$ cat config.mk
export PLATFORM = sky130hd
export DESIGN_NAME = rr_arbiter_8_flat
export DESIGN_NICKNAME = d
export VERILOG_FILES = /design/src/rtl/rr_arbiter_8_if.sv /design/src/rtl/rr_arbiter_8.sv /design/src/flat_wrapper.sv
export SDC_FILE = /design/constraint.sdc
export NUM_CORES = 1
export LEC_CHECK = 0
export CAP_MARGIN = 0
export CORE_ASPECT_RATIO = 0.9
export CORE_MARGIN = 3
export CORE_UTILIZATION = 62
export DETAILED_ROUTE_END_ITERATION = 16
export GPL_TIMING_DRIVEN = 0
export HOLD_SLACK_MARGIN = 0.02
export PLACE_DENSITY = 0.95
export SYNTH_ARGS = -nofsm -noshare
export SYNTH_HDL_FRONTEND = slang
export SYNTH_SLANG_ARGS = --single-unit
$ cat constraint.sdc
create_clock -name clk -period 9.03 [get_ports clk]
set_input_delay 2.2575 -clock clk [delete_from_list [all_inputs] [get_ports clk]]
set_output_delay 2.2575 -clock clk [all_outputs]
set_load 0.05 [all_outputs]
$ cat src/rtl/rr_arbiter_8_if.sv
// Request/grant bundle between eight requesters and the arbiter.
// master: requester side (drives req/done); slave: arbiter side.
interface rr_arbiter_8_if;
  logic [7:0] req;
  logic       done;
  logic [7:0] grant;
  logic [2:0] grant_idx;
  logic       grant_valid;
  logic       timeout;

  modport master (
    output req,
    output done,
    input  grant,
    input  grant_idx,
    input  grant_valid,
    input  timeout
  );

  modport slave (
    input  req,
    input  done,
    output grant,
    output grant_idx,
    output grant_valid,
    output timeout
  );
endinterface

$ cat src/rtl/rr_arbiter_8.sv
// 8-way round-robin arbiter with hold limit and one dead cycle between owners.
// Ports: clk, rst (sync, active-high); bus (slave): req/done in, grant/idx/valid/timeout out.
module rr_arbiter_8 #(
  parameter int MAX_HOLD = 16,
  parameter int CNT_W    = 5
) (
  input logic            clk,
  input logic            rst,
  rr_arbiter_8_if.slave  bus
);

  typedef enum logic [1:0] {
    IDLE,
    GRANT,
    GAP
  } state_t;

  state_t           state_q, state_d;
  logic [2:0]       ptr_q, ptr_d;
  logic [CNT_W-1:0] cnt_q, cnt_d;
  logic [7:0]       grant_q, grant_d;
  logic [2:0]       idx_q, idx_d;
  logic             valid_q, valid_d;
  logic             tout_q, tout_d;

  logic [2:0]       win;
  logic             hit;

  // Rotating priority search: scan from ptr upward with wrap.
  // Iterating from the far end lets the closest hit win.
  always_comb begin
    logic [2:0] cand;
    cand = '0;
    win  = ptr_q;
    hit  = 1'b0;
    for (int k = 7; k >= 0; k--) begin
      cand = ptr_q + 3'(k);
      if (bus.req[cand]) begin
        win = cand;
        hit = 1'b1;
      end
    end
  end

  always_comb begin
    state_d = state_q;
    ptr_d   = ptr_q;
    cnt_d   = cnt_q;
    grant_d = grant_q;
    idx_d   = idx_q;
    valid_d = valid_q;
    tout_d  = 1'b0;
    unique case (state_q)
      GRANT: begin
        if (!bus.req[idx_q] || bus.done ||
            cnt_q == CNT_W'(MAX_HOLD)) begin
          grant_d = '0;
          valid_d = 1'b0;
          ptr_d   = idx_q + 3'd1;
          state_d = GAP;
          // Release (withdraw or done) wins over the hold limit.
          tout_d  = bus.req[idx_q] && !bus.done;
        end else begin
          cnt_d = cnt_q + CNT_W'(1);
        end
      end
      // GAP is the single dead cycle; the edge leaving it
      // already arbitrates, so the next owner follows directly.
      IDLE, GAP: begin
        state_d = IDLE;
        if (hit) begin
          grant_d = 8'(1) << win;
          idx_d   = win;
          valid_d = 1'b1;
          cnt_d   = CNT_W'(1);
          state_d = GRANT;
        end
      end
      default: state_d = IDLE;
    endcase
  end

  always_ff @(posedge clk) begin
    if (rst) begin
      state_q <= IDLE;
      ptr_q   <= '0;
      cnt_q   <= '0;
      grant_q <= '0;
      idx_q   <= '0;
      valid_q <= 1'b0;
      tout_q  <= 1'b0;
    end else begin
      state_q <= state_d;
      ptr_q   <= ptr_d;
      cnt_q   <= cnt_d;
      grant_q <= grant_d;
      idx_q   <= idx_d;
      valid_q <= valid_d;
      tout_q  <= tout_d;
    end
  end

  assign bus.grant       = grant_q;
  assign bus.grant_idx   = idx_q;
  assign bus.grant_valid = valid_q;
  assign bus.timeout     = tout_q;

endmodule
$ cat src/flat_wrapper.sv
// flat-port wrapper written by rule: the top's interface ports become plain ports
module rr_arbiter_8_flat 
#(
  parameter int MAX_HOLD = 16,
  parameter int CNT_W    = 5
)
  (clk, rst, bus_req, bus_done, bus_grant, bus_grant_idx, bus_grant_valid, bus_timeout);
  rr_arbiter_8_if bus_i ();
  input logic clk;
  input logic rst;
  input wire logic [$bits(bus_i.req)-1:0] bus_req;
  input wire logic [$bits(bus_i.done)-1:0] bus_done;
  output wire logic [$bits(bus_i.grant)-1:0] bus_grant;
  output wire logic [$bits(bus_i.grant_idx)-1:0] bus_grant_idx;
  output wire logic [$bits(bus_i.grant_valid)-1:0] bus_grant_valid;
  output wire logic [$bits(bus_i.timeout)-1:0] bus_timeout;
  assign bus_i.req = bus_req;
  assign bus_i.done = bus_done;
  assign bus_grant = bus_i.grant;
  assign bus_grant_idx = bus_i.grant_idx;
  assign bus_grant_valid = bus_i.grant_valid;
  assign bus_timeout = bus_i.timeout;
  rr_arbiter_8 #(.MAX_HOLD(MAX_HOLD), .CNT_W(CNT_W)) u_core (.clk(clk), .rst(rst), .bus(bus_i));
endmodule
# After elaboration in Yosys (flattened, before gate mapping)
# Index checks and enable logic that the tools add are counted.
[classes]
magnitude_cmp = 9
eq_ne = 6
n_reduce_logical = 13
mux = 46
shifts = 1
add_sub_neg = 9
bitwise_logic = 2
[ops]
columns = ["operator", "n"]
rows = [
  ["3-bit by 4-bit less-than comparator with 1-bit output, second input constant", 9],
  ["1-bit binary-select mux with 3-bit select", 9],
  ["3-bit two-way mux", 8],
  ["1-bit two-way mux", 20],
  ["8-bit two-way mux", 2],
  ["8-bit one-hot mux with 2 select lines", 1],
  ["3-bit adder, second input constant", 4],
  ["5-bit two-way mux", 2],
  ["5-bit one-hot mux with 2 select lines", 1],
  ["1-bit by 3-bit left shift with 8-bit output, first input constant", 1],
  ["3-bit by 1-bit adder with 3-bit output, second input constant", 2],
  ["3-bit by 2-bit adder with 3-bit output, second input constant", 2],
  ["3-bit AND reduction", 2],
  ["5-bit by 1-bit adder with 5-bit output, second input constant", 1],
  ["5-bit equality test, second input constant", 1],
  ["2-bit by 1-bit != test with 1-bit output, second input constant", 2],
  ["2-bit one-hot mux with 2 select lines", 1],
  ["2-bit AND reduction", 2],
  ["3-bit OR reduction", 1],
  ["2-bit by 1-bit equality test with 1-bit output, second input constant", 1],
  ["2-bit equality test, second input constant", 1],
  ["1-bit zero test", 2],
  ["2-bit zero test", 1],
  ["1-bit logical OR", 2],
  ["other kinds (7)", 8],
]
[word_totals]
inputBits = 11
out_inout_bits = 13
register_bits = 23
wordCells = 93

# Longest topological paths before layout
# Gate-level depths: netlist of the first run.
[depth]
word_depth = 14
ltp_mapped = 15
ltp_nobuf = 9

# Worst setup path before layout of the first run
# OpenSTA, ideal clock, no wires.
[synth_timing]
kind = "in2reg"
from = "input bus_req[3]"
to = "register u_core.grant_q[1] (netlist: u_core.bus.grant[1])"
path_stages = 8
arrival_time_ns = 4.266
n_path_buf = 1
setup_slack_ns = 4.647
path_cell_list = "clkbuf_2 mux4_2 mux2_4 and2_4 a21o_1 a2111oi_4 nor3_2 a32o_1"
[synth_between]
elab_chain_cells = 13
elab_cells_between_ends = 43
classes_between = "eq/ne (2); shift (1); mux (36); reduce/logical (4)"
[synth_rtl]
columns = ["element", "line", "source"]
rows = [
  ["from (decl)", "flat_wrapper.sv:11", "input wire logic [$bits(bus_i.req)-1:0] bus_req;"],
  ["1-bit binary-select mux with 3-bit select", "rr_arbiter_8.sv:38", "if (bus.req[cand]) begin"],
  ["1-bit two-way mux (not written as such)", "rr_arbiter_8.sv:38", ""],
  ["3-bit two-way mux (8 in a row)", "rr_arbiter_8.sv:38", ""],
  ["1-bit by 3-bit left shift with 8-bit output", "rr_arbiter_8.sv:72", "grant_d = 8'(1) << win;"],
  ["8-bit two-way mux", "rr_arbiter_8.sv:71", "if (hit) begin"],
  ["8-bit one-hot mux with 2 select lines", "rr_arbiter_8.sv:53", "unique case (state_q)"],
  ["to (signal assigned)", "rr_arbiter_8.sv:96", "grant_q <= grant_d;"],
  ["to (decl)", "rr_arbiter_8.sv:21", "logic [7:0] grant_q, grant_d;"],
]
# Several ways; a longest one is shown, not always the timed one. The select of a mux whose other input is x is not followed.
# A chain may end at the register's enable or synchronous reset.

# Worst setup path in the final report of the first run
[layout_timing]
from = "input bus_req[0]"
to = "register u_core.grant_q[2] (netlist: u_core.bus.grant[2])"
# Same word-level chain as after synthesis.

==> results_dict.tcl, run 1 <==
set metrics [dict create \
    outcome "complete, no violations" \
    dp_hpwl_um 4460 \
    clock_latency_ps 270 \
    boundaryPins 24 \
    setup_viol 0 \
    wl_met1_um 2580 \
    yosysMostFrequentCell "nor2_1" \
    rsz0062_at_grt "false" \
    synth_area_leader_cell "dfxtp_1" \
    post-cts-setup-buffers 0 \
    regToRegEndpoint "u_core.bus.grant[2]" \
    dr.pass1.iters 5 \
    numCtsBuffers 3 \
    via_per_inst 6.95 \
    synth_top_flop_cell "dfxtp_1" \
    crit_arrival_ps 5160 \
    worstMarginPinSlew_ps 944 \
    synth-seq-cells 23 \
    h-tree-depth 1 \
    endpoint_kind "register" \
    cts_tree "built" \
    p_per_area_nw_per_um2 222 \
    critical_path_class "in2reg" \
    hp-class "reg2reg" \
    whs_ps 456 \
    power.total_w 0.000590 \
    synth_top_area_share 0.197 \
    min_to "u_core.bus.grant_valid" \
    final.setup.tns_ps 0 \
    yosysWarnings 0 \
    diodes 0 \
    synth_nets 259 \
    synthArstFlopShare 0 \
    antenna_found_initial 0 \
    maxCapViolCount 0 \
    placedCellCount 309 \
    crit_fanout 10 \
    min_period_over_period 0.555 \
    cts_resized 0 \
    ff2ff_setup_slack_ps 5130 \
    grt_pass1_vias 2097 \
    synth_enable_flop_cells 0 \
    vias 2176 \
    flow.area_growth_from_synthesis_pct 13.8 \
    globalplace.congestion 0.955 \
    grt_pass1_wl_um 10100 \
    worstPathRequired_ps 9180 \
    met3_length_um 505 \
    wire_per_inst_um 19.4 \
    netlist_instances 243 \
    syn_area_per_cell_um2 9.60 \
    synthTopCellsByCount "nor2_1 (24), dfxtp_1 (23), mux4_2 (16), inv_1 (15), mux2i_1 (13)" \
    routed_wl_um 6080 \
    core_area_um2 3500 \
    finClkSkew_ps 2.27 \
    dpl_cell_area_um2 2610 \
    max-clock-path-buffers 2 \
    grt_util_all_layers 0.278 \
    r2r_start "u_core.ptr_q[0]" \
    drtIter0Drc 221 \
    grt_overflow 0 \
    finalMaxSlewViolations 0 \
    ant_nets 0 \
    clkTransAtPathRegs_ps 80 \
    hold_violations 0 \
    crit_path_start "bus_req[0]" \
    hp-start "u_core.bus.grant_valid" \
    nNetsFinal 286 \
    yosysSeqAreaShare 0.197 \
    drc 0 \
    rows 20 \
    syn_area_um2 2330 \
    met2_length_um 2820 \
    synth_area_leaders "dfxtp_1 (20%), mux4_2 (15%), mux2i_1 (5.6%)" \
    ys_types 66 \
    top_layer "met4" \
    dieWidth_um 70.7 \
    start_util 0.666 \
    whs_path_depth 2 \
    hold_buffers 0 \
    die-area_um2 4540 \
    min_period_ps 5010 \
    grt_max_degree 14 \
    relSlewSlack 0.365 \
    r2r_cells 15 \
    irDropWorstVdd_mv 0.162 \
    max_freq_ghz 0.200 \
    leakagePower_nw 0.954 \
    cts_root_buffer "clkbuf_8" \
    port_buffers 22 \
    clock-sinks 23 \
    drive_above_1_share 0.219 \
    fin_area_um2 2660 \
    fin_cells 313 \
    setup.worst_path.start_class "input pin" \
    die_h_um 64.2 \
]
[how the worst max path moves through the flow]
stage                               end  slack, ps  cells past startpoint
CTS                 u_core.bus.grant[2]       4090                      8
finish              u_core.bus.grant[2]       4020                      8
detailed placement  u_core.bus.grant[4]       3930                      8
floorplan           u_core.bus.grant[1]       4650                      8
global route        u_core.bus.grant[2]       3820                      8
global placement    u_core.bus.grant[2]       4000                      8
[cell families after synthesis]
family | Yosys count | share of synthesized area
compound gates | 61 | 0.217
xor+xnor | 8 | 0.0300
fa+ha+maj | 5 | 0.0268
buf+inv | 36 | 0.0965
flops | 23 | 0.197
mux | 41 | 0.276
simple gates | 69 | 0.156
[flip-flops by register name, indices dropped and copies added (netlist names)]
name and cells:
u_core.bus.grant 8, u_core.bus.grant_idx 3, u_core.bus.grant_valid 1, u_core.bus.timeout 1, u_core.cnt_q 5, u_core.ptr_q 3, u_core.state_q 2
[area by class of cell]
class	count	area [µm²]
buffer	20	165
clock buffer	3	41.3
clock inverter	1	5.00
fill	233	848
inverter	16	60.1
multi-input combinational	184	1650
sequential	23	460
tap	44	55.1
timing repair buffer	22	220
[power breakdown]
group	leakage, nW	switching (W)	total [W]	internal [W]
Sequential	0.188	0.0000134	0.000129	0.000116
Combinational	0.740	0.000226	0.000396	0.000169
Clock	0.0255	0.0000340	0.0000648	0.0000308
Total	0.954	0.000274	0.000590	0.000316
[routing by layer]
layer  vias to the layer above  GRT usage
met5                         -          0
met4                         0     0.0869
met3                        23     0.0597
met2                       128      0.452
met1                      1034      0.370
li1                        991          -
[per-stage QoR]
step | setup slack, ps | utilization
2_1_floorplan | 4650 | -
6_report | 4020 | 0.758
3_3_place_gp | 4000 | 0.745
3_5_place_dp | 3930 | 0.745
4_1_cts | 4090 | 0.758
5_1_grt | 3820 | 0.758
[worst max-delay path: stages]
cell	delay (ps)
clkdlybuf4s50_1	500
clkbuf_1	360
mux2i_1	200
mux4_2	600
and3_1	220
a2111oi_2	330
o211ai_2	270
o32ai_1	420
[layout by cell type, fill, tap and decap left out, drive strengths merged, types with 4 or more instances in the layout]
| master | n |
|---|---|
| inv | 15 |
| nand2 | 10 |
| mux2 | 11 |
| nand3 | 5 |
| o21ai | 4 |
| buf | 10 |
| clkbuf | 13 |
| o32ai | 4 |
| clkdlybuf4s50 | 22 |
| ha | 5 |
| a21oi | 11 |
| nor3 | 10 |
| mux2i | 13 |
| mux4 | 17 |
| a211oi | 6 |
| nor2 | 24 |
| xor2 | 5 |
| dfxtp | 23 |
| a2111oi | 5 |
| and2 | 4 |
(Power assumes the default switching activity.)
==> run 2, diff against run 1 <==
--- a/config.mk
+++ b/config.mk
@@ -8,11 +8,11 @@
 export CAP_MARGIN = 0
 export CORE_ASPECT_RATIO = 0.9
 export CORE_MARGIN = 3
-export CORE_UTILIZATION = 62
+export CORE_UTILIZATION = 52
 export DETAILED_ROUTE_END_ITERATION = 16
 export GPL_TIMING_DRIVEN = 0
 export HOLD_SLACK_MARGIN = 0.02
-export PLACE_DENSITY = 0.95
+export PLACE_DENSITY = 0.87
 export SYNTH_ARGS = -nofsm -noshare
 export SYNTH_HDL_FRONTEND = slang
 export SYNTH_SLANG_ARGS = --single-unit
==> constraint.sdc (replaced) <==
create_clock -name clk -period 4.3 [get_ports clk]
set_input_delay 1.075 -clock clk [delete_from_list [all_inputs] [get_ports clk]]
set_output_delay 1.075 -clock clk [all_outputs]
set_load 0.05 [all_outputs]
==> run 2 against run 1 <==
  * Setup slack got worse by 3500 ps
  * Sequential cell count is the same
  * Via count shrank 3.9%
  * Cell count increased by 5.1%
  * Critical path depth did not move
  * Clock-buffer cell count is 1 higher
  * Routed wire length fell by 6.6%
  * Global-route usage shrank 6.1 points
  * Core utilization decreased by 12 points
  * Largest cell class unchanged
==> results_dict.tcl, run 2 (synthesis results as in run 1) <==
set metrics [dict create \
    outcome "complete, no violations" \
    endpoint_kind "register" \
    layout_commonest_cell "nor2_1" \
    comb_power_share 0.675 \
    p_int_w 0.000665 \
    h-tree-depth 1 \
    place_ws_ps 362 \
    die_h_um 69.6 \
    boundaryPins 24 \
    setup.worst_path.start_class "input pin" \
    hp-class "reg2reg" \
    start_util 0.554 \
    clock-sinks 23 \
    crit_path_start "bus_req[2]" \
    clkTransAtPathRegs_ps 80 \
    antenna_found_initial 0 \
    r2r_start "u_core.ptr_q[0]" \
    final.setup.tns_ps 0 \
    leakagePower_nw 0.951 \
    drc 0 \
    wire_per_inst_um 17.3 \
    routed_wl_um 5680 \
    setup_viol 0 \
    finalMaxSlewViolations 0 \
    grt_util_all_layers 0.217 \
    rows 22 \
    vias 2092 \
    grt_overflow 0 \
    port_buffers 22 \
    p_clk_frac 0.105 \
    drive_above_1_share 0.216 \
    grt_max_degree 13 \
    finClkSkew_ps 2.45 \
    p_switching_w 0.000564 \
    cts_resized 0 \
    ant_nets 0 \
    core_area_um2 4210 \
    worstMarginPinSlew_ps 926 \
    slowest_delay_ps 620 \
    fin_ws_ps 527 \
    globalplace.congestion 0.925 \
    fin_area_um2 2670 \
    cts_root_buffer "clkbuf_8" \
    cp_slowest_cell "mux4_2" \
    hold_buffers 0 \
    via_per_inst 6.36 \
    cts_tree "built" \
    drtIter0Drc 133 \
    max_freq_ghz 0.265 \
    largest_register_ffs 8 \
    max-clock-path-buffers 2 \
    min_period_ps 3770 \
    path_cells "clkdlybuf4s50_1, clkbuf_1, mux2i_1, mux4_2, and3_1, a2111oi_2, o211ai_2, o32ai_1" \
    ff2ff_setup_slack_ps 560 \
    endpoint "u_core.bus.grant[2]" \
    clock_latency_ps 260 \
    whs_ps 461 \
    post-cts-setup-buffers 0 \
    dpl_cell_area_um2 2630 \
    numCtsBuffers 3 \
    hold_violations 0 \
    crit_arrival_ps 3940 \
    critical_path_class "in2reg" \
    die-area_um2 5330 \
    fill_cells 334 \
    dr.pass1.iters 4 \
    regToRegEndpoint "u_core.bus.grant[2]" \
    min_period_over_period 0.877 \
    crit_fanout 10 \
    p_per_area_nw_per_um2 459 \
    irDropWorstVdd_mv 0.407 \
    grt_pass1_wl_um 9490 \
    pwr-share-seq 0.220 \
    final_cell_mix "nor2_1 (24), dfxtp_1 (23), clkdlybuf4s50_1 (22), mux4_2 (16), inv_1 (15)" \
    r2r_cells 15 \
    dp_hpwl_um 4330 \
    rsz0062_at_grt "false" \
    flow.area_growth_from_synthesis_pct 14.6 \
    p_sw_frac 0.459 \
    dieWidth_um 76.6 \
    worstPathRequired_ps 4470 \
    nNetsFinal 286 \
    final_core_util 0.635 \
    relSlewSlack 0.377 \
    grt_pass1_vias 1997 \
    diodes 0 \
    maxCapViolCount 0 \
]
run 2: cell count changes in the layout (fill, tap and decap cells not counted), sizes merged:
| cell | before | now |
|---|---|---|
| clkbuf | 13 | 14 |
| clkinv | 2 | 1 |
run 2: worst max-delay path, delay by kind of cell:
kind            cells  cell delay [ps]
buf+inv             2              840
mux                 2              840
compound gates      3              930
simple gates        1              240
run 2: per-layer routing:
layer / wire, µm / track usage / vias to the layer above
met3: 470 / 0.0377 / 10
met1: 2390 / 0.298 / 1012
met2: 2740 / 0.355 / 85
met5: 0 / 0 / -
met4: 79 / 0.0563 / 0
li1: - / - / 985
run 2: final cells by class:
cell class,instances,area [µm²],share of cell area
plain buffers,20,165,0.0618
clock buffers,4,45.0,0.0168
inverters,16,60.1,0.0225
multi-input cells,184,1650,0.616
flip-flops and latches,23,460,0.172
well taps,60,75.1,0.0281
repair buffers,22,220,0.0824
run 2: worst min-delay path by stage:
| stage | cells after the start | to | startpoint |
|---|---|---|---|
| 2_1_floorplan | 2 | u_core.cnt_q[4] | u_core.cnt_q[4] |
| 3_3_place_gp | 2 | u_core.bus.grant[2] | u_core.bus.grant[2] |
| 3_5_place_dp | 2 | u_core.bus.grant[6] | u_core.bus.grant[6] |
| 4_1_cts | 2 | u_core.bus.grant_valid | u_core.bus.grant_valid |
| 5_1_grt | 2 | u_core.bus.grant_valid | u_core.bus.grant_valid |
| 6_report | 2 | u_core.bus.grant[4] | u_core.bus.grant[4] |
run 2: through the flow:
step	std cells	total power (W)
detailed placement	325	0.00109
finish	329	0.00123
floorplan	243	0.000914
CTS	329	0.00122
global placement	325	0.00107
global route	329	0.00131
run 2: power by group through the flow:
| stage | sequential [W] | clock, W | combinational (W) |
|---|---|---|---|
| after floorplan | 0.000346 | 0 | 0.000569 |
| after global placement | 0.000274 | 0 | 0.000798 |
| after detailed placement | 0.000275 | 0 | 0.000816 |
| after CTS | 0.000271 | 0.000131 | 0.000820 |
| after global routing | 0.000274 | 0.000142 | 0.000897 |
| final | 0.000270 | 0.000129 | 0.000829 |
